===== config.mk =====
export PLATFORM = sky130hd
export DESIGN_NAME = bcd_to_binary_converter
export DESIGN_NICKNAME = d
export VERILOG_FILES = /design/src/rtl/bcd_conv_pkg.sv /design/src/rtl/mul10_add.sv /design/src/rtl/bcd_to_binary_converter.sv
export SDC_FILE = /design/constraint.sdc
export NUM_CORES = 1
export LEC_CHECK = 0
export ABC_AREA = 1
export CORE_MARGIN = 8
export CORE_UTILIZATION = 56
export CTS_CLUSTER_SIZE = 28
export DETAILED_ROUTE_END_ITERATION = 10
export GPL_ROUTABILITY_DRIVEN = 0
export PLACE_DENSITY_LB_ADDON = 0.3
export SYNTH_ARGS = -nofsm -noshare
export SYNTH_HDL_FRONTEND = slang
export SYNTH_SLANG_ARGS = --single-unit
export TNS_END_PERCENT = 30

===== constraint.sdc =====
create_clock -name clk -period 2.3 [get_ports clk]
set_input_delay 0.69 -clock clk [delete_from_list [all_inputs] [get_ports clk]]
set_output_delay 0.69 -clock clk [all_outputs]
set_load 0.05 [all_outputs]

===== src/rtl/bcd_conv_pkg.sv =====
// Purpose: shared types and constants for the BCD-to-binary converter.
// Latency: n/a (declarations only).
// Backpressure: n/a.
package bcd_conv_pkg;

  // Converter control states.
  typedef enum logic [1:0] {
    IDLE    = 2'd0,
    CONVERT = 2'd1,
    DONE    = 2'd2
  } state_e;

  localparam int BCD_DIGIT_W   = 4;
  localparam int BCD_MAX_DIGIT = 9;

  // Smallest binary width able to hold 10^num_digits - 1.
  function automatic int bcd_min_bin_width(input int num_digits);
    longint unsigned max_plus_one;
    max_plus_one = 64'd1;
    for (int i = 0; i < num_digits; i++) begin
      max_plus_one = max_plus_one * 64'd10;
    end
    return int'($clog2(max_plus_one));
  endfunction

endpackage


===== src/rtl/mul10_add.sv =====
// Purpose: combinational multiply-by-ten plus one BCD digit (one Horner step).
// Latency: combinational, zero cycles.
// Backpressure: none; pure function of its inputs.
module mul10_add
  import bcd_conv_pkg::*;
#(
  parameter int W = 14
) (
  input  logic [W-1:0]           i_acc,
  input  logic [BCD_DIGIT_W-1:0] i_digit,
  output logic [W-1:0]           o_value
);

  // Four guard bits keep the shift-add exact before narrowing back to W;
  // the width check in the parent guarantees the narrowing loses nothing.
  logic [W+3:0] w_acc_ext;
  logic [W+3:0] w_digit_ext;

  assign w_acc_ext   = {4'b0000, i_acc};
  assign w_digit_ext = {{W{1'b0}}, i_digit};

  // acc*10 as acc*8 + acc*2, then add the incoming digit.
  assign o_value = W'((w_acc_ext << 3) + (w_acc_ext << 1) + w_digit_ext);

endmodule


===== src/rtl/bcd_to_binary_converter.sv =====
// Purpose: packed multi-digit BCD to unsigned binary, Horner order, MSD first.
// Latency: done NUM_DIGITS+1 cycles after start (1 cycle when a digit is invalid).
// Backpressure: start is sampled only in IDLE; requests while busy are dropped.
module bcd_to_binary_converter
  import bcd_conv_pkg::*;
#(
  parameter int NUM_DIGITS = 4,
  parameter int BIN_WIDTH  = 14
) (
  input  logic                          clk,
  input  logic                          reset_n,
  input  logic                          sync_clr,
  input  logic                          start,
  input  logic [BCD_DIGIT_W*NUM_DIGITS-1:0] bcd_in,
  output logic                          busy,
  output logic                          done,
  output logic                          digit_error,
  output logic [BIN_WIDTH-1:0]          binary_value
);

  localparam int DW = BCD_DIGIT_W * NUM_DIGITS;
  localparam int CW = $clog2(NUM_DIGITS + 1);
  localparam logic [CW-1:0] LAST_CNT = CW'(NUM_DIGITS - 1);
  localparam logic [BCD_DIGIT_W-1:0] MAX_DIGIT = BCD_DIGIT_W'(BCD_MAX_DIGIT);

  // The accumulator must never wrap for the largest decimal input.
  if (BIN_WIDTH < bcd_min_bin_width(NUM_DIGITS)) begin : g_width_check
    $error("BIN_WIDTH too small to hold 10^NUM_DIGITS - 1");
  end

  state_e                 r_state;
  state_e                 w_state_nxt;
  logic [DW-1:0]          r_shift;
  logic [BIN_WIDTH-1:0]   r_acc;
  logic [BIN_WIDTH-1:0]   r_bin;
  logic [CW-1:0]          r_cnt;
  logic                   r_err;
  logic                   w_bad_digit;
  logic                   w_accept;
  logic                   w_last;
  logic [BIN_WIDTH-1:0]   w_mac;

  // Flag any nibble of the live input that is not a decimal digit.
  always_comb begin
    w_bad_digit = 1'b0;
    for (int i = 0; i < NUM_DIGITS; i++) begin
      if (bcd_in[i*BCD_DIGIT_W +: BCD_DIGIT_W] > MAX_DIGIT) begin
        w_bad_digit = 1'b1;
      end
    end
  end

  assign w_last = (r_cnt == LAST_CNT);

  // One Horner step on the most significant remaining digit.
  mul10_add #(
    .W (BIN_WIDTH)
  ) u_mul10_add (
    .i_acc   (r_acc),
    .i_digit (r_shift[DW-1 -: BCD_DIGIT_W]),
    .o_value (w_mac)
  );

  // State register.
  always_ff @(posedge clk or negedge reset_n) begin
    if (!reset_n) begin
      r_state <= IDLE;
    end else begin
      r_state <= w_state_nxt;
    end
  end

  // Next-state and decoded status outputs; sync_clr overrides everything.
  always_comb begin
    w_state_nxt = r_state;
    w_accept    = 1'b0;
    busy        = 1'b0;
    done        = 1'b0;
    case (r_state)
      IDLE: begin
        if (start) begin
          w_accept    = 1'b1;
          w_state_nxt = w_bad_digit ? DONE : CONVERT;
        end
      end
      CONVERT: begin
        busy = 1'b1;
        if (w_last) begin
          w_state_nxt = DONE;
        end
      end
      DONE: begin
        busy        = 1'b1;
        done        = 1'b1;
        w_state_nxt = IDLE;
      end
      default: begin
        w_state_nxt = IDLE;
      end
    endcase
    if (sync_clr) begin
      w_state_nxt = IDLE;
      w_accept    = 1'b0;
    end
  end

  // Capture digits on accept, then accumulate one digit per cycle.
  always_ff @(posedge clk or negedge reset_n) begin
    if (!reset_n) begin
      r_shift <= '0;
      r_acc   <= '0;
      r_cnt   <= '0;
      r_err   <= 1'b0;
      r_bin   <= '0;
    end else if (sync_clr) begin
      r_shift <= '0;
      r_acc   <= '0;
      r_cnt   <= '0;
      r_err   <= 1'b0;
      r_bin   <= '0;
    end else if (w_accept) begin
      // Invalid input skips conversion, so the result reads as zero.
      r_shift <= bcd_in;
      r_acc   <= '0;
      r_cnt   <= '0;
      r_err   <= w_bad_digit;
      r_bin   <= '0;
    end else if (r_state == CONVERT) begin
      r_acc   <= w_mac;
      r_shift <= r_shift << BCD_DIGIT_W;
      r_cnt   <= r_cnt + CW'(1);
      if (w_last) begin
        r_bin <= w_mac;
      end
    end
  end

  assign digit_error  = r_err;
  assign binary_value = r_bin;

endmodule


==> flow_summary.json <==
{
  "clock_skew_ns": 0.00787,
  "cts_buffers": 5,
  "netlist_top_cells_count": "120 x nand2_1, 57 x inv_1, 49 x dfrtp_1",
  "utilization_pct": 66.9,
  "htree_levels": 2,
  "drive_gt1_share_pct": 9.72,
  "tightest_slew_ns": 0.510,
  "cts_hold_buf": 0,
  "rsz0062_at_grt": "true",
  "crit_path_start": "binary_value[6]",
  "hold-worst-slack_ns": 0.355,
  "hold_viol": 0,
  "holdCritPathClass": "input port to asynchronous set/reset pin",
  "coreArea_um2": 5410,
  "synth_top_area_cell": "dfrtp_1",
  "cp_cell_sequence": "clkdlybuf4s50_1",
  "grt_max_degree": 50,
  "path_delay_family": "buffers and inverters",
  "crit_end": "binary_value[6]",
  "place_hpwl_um": 5190,
  "cp.arrival_ns": 1.52,
  "rr_worst_depth": 11,
  "drc": 0,
  "cp_slowest_cell": "clkdlybuf4s50_1",
  "async_reset_ff_share_pct": 100,
  "initial_core_util_pct": 56.8,
  "synth_edf_count": 0,
  "place_area_um2": 3500,
  "final_area_um2": 3610,
  "p_leak_nw": 1.94,
  "drt_first_iter_violations": 139,
  "period_needed_ns": 2.21,
  "reg2reg_to": "binary_value[7]",
  "chipHeight_um": 90.0,
  "synth-seq-cells": 49,
  "timing.reg2reg.setup_slack_ns": 0.17,
  "wirelength_um": 6640,
  "syn2layout_area_growth_pct": 17.7,
  "insertion_delay_ns": 0.30,
  "ir_worst_vdd_mv": 0.341,
  "cp_slowest_stage_delay_ns": 0.83,
  "cts_sinks": 49,
  "postSynthAreaPerCell_um2": 7.81,
  "io_pins": 37,
  "r2r_start": "r_acc[2]",
  "ys_top_cells_by_area": "dfrtp_1 40%, nand2_1 15%, ha_1 11%",
  "viasPerCell": 5.25,
  "avgRoutedWirePerCell_um": 13.2,
  "clockRootBuffer": "clkbuf_8",
  "ys.warnings.count": 0,
  "status": "completed",
  "chipWidth_um": 90.0,
  "clkSlewWorstSetupHoldPaths_ns": 0.09,
  "crit_cells": 1,
  "crit_fanout": 2,
  "critPathKind": "flop to output port",
  "cellPowerDensity_nw_per_um2": 507,
  "drt_pre_antenna_iters": 4,
  "crit_path_end_kind": "output port",
  "seq_area_frac_synth_pct": 39.9,
  "slew_headroom_pct": 65.9,
  "setup_viol": 0,
  "dieArea_um2": 8110,
  "cp_num_buf_inv": 1,
  "synth_top_area_share_pct": 39.9,
  "synth_ff_type": "dfrtp_1",
  "grt_pass1_vias": 2632,
  "mappedNetlistArea_um2": 3070,
  "cp-start-kind": "flop",
  "cp.required_ns": 1.61,
  "fin_nets": 481,
  "power_mw": 1.83,
  "num_rows": 27,
  "grt_pass1_wl_um": 11600,
  "io_buffers": 36,
  "overflow": 0,
  "slew_violations": 0,
  "synthCells": 393,
  "clockBufferDepth": 2,
  "dpl_worst_slack_ns": 0.0542,
  "antenna_found_initial": 0,
  "ant_nets": 0,
  "synthDistinctLibCells": 31,
  "max_freq_ghz": 0.453,
  "yosys.cell_count.top_type": "nand2_1",
  "nFillCells": 475,
  "grt_usage_pct": 16.9,
  "setup_ws_ns": 0.0913,
  "num_vias": 2648,
  "antenna_cells": 0,
  "layout_worst_path_cycle_share_pct": 96.0,
  "cts_tree": "built",
  "max_cap_viol_count": 0,
  "syn_nets": 442
}
## repair_timing
action	CTS	global route
gates resized for setup	0	6
setup endpoints to repair	0	8
buffers inserted	0	0
## power by group
part	switching [mW]	internal, mW
clock network	0.285	0.238
logic	0.233	0.137
registers	0.0286	0.912
total	0.546	1.29
## through the flow
step | instances | TNS, ns
finish | 504 | 0
global route | 504 | -0.0442
CTS | 504 | 0
detailed placement | 497 | 0
global placement | 497 | 0
floorplan | 393 | 0
## area by class of cell
class	instances	area, um^2	area share [%]
inverters	62	238	6.58
flip-flops and latches	49	1230	33.9
clock inverters	1	7.51	0.208
repair buffers	42	420	11.6
clock buffers	6	82.6	2.29
multi-input cells	272	1550	42.9
well taps	72	90.1	2.49
## worst min-delay path by stage
stage | start | endpoint | slack [ns] | cells past startpoint
2_1_floorplan | reset_n | binary_value[0] | 0.39 | 0
3_3_place_gp | binary_value[3] | binary_value[3] | 0.46 | 2
3_5_place_dp | r_cnt[2] | r_cnt[2] | 0.47 | 2
4_1_cts | reset_n | r_shift[9] | 0.37 | 2
5_1_grt | reset_n | r_shift[9] | 0.37 | 2
6_report | reset_n | r_shift[9] | 0.35 | 2
## registers in the layout, summed over array words and instances (netlist names)
name,flops
r_acc,13
r_state,2
r_shift,16
r_cnt,3
digit_error,1
binary_value,14
## cell usage in the layout (no fill, tap or decap), types with 5 or more instances in the layout
cell | netlist | layout
clkdlybuf4s50_1 | 0 | 33
inv_1 | 57 | 56
nor2_1 | 23 | 23
o21ai_0 | 15 | 15
nand2_1 | 120 | 119
o21ai_1 | 21 | 21
clkbuf_8 | 0 | 6
nand4_1 | 7 | 7
o21ai_2 | 5 | 5
buf_4 | 1 | 6
inv_2 | 4 | 5
a31oi_1 | 5 | 5
nand3_2 | 3 | 6
a21oi_1 | 9 | 9
dfrtp_1 | 49 | 49
ha_1 | 27 | 27
nand3_1 | 15 | 12
## per-layer routing
metal	track usage [%]	vias up	wire, um
met5	0	-	0
met4	6.66	0	127
met3	3.82	12	332
met2	29.6	65	3310
met1	19.6	1236	2880
li1	-	1335	-
## logic make-up after synthesis
family                     Yosys count  share of synthesized area [%]
AOI/OAI and AO/OA                   63                           11.7
xor gates and xnor gates             1                          0.285
adders and majority gates           29                           12.3
buffers and inverters               72                           10.3
DFF                                 49                           39.9
and+or+nand+nor                    179                           25.5
Power figures use the tool's default switching activity.
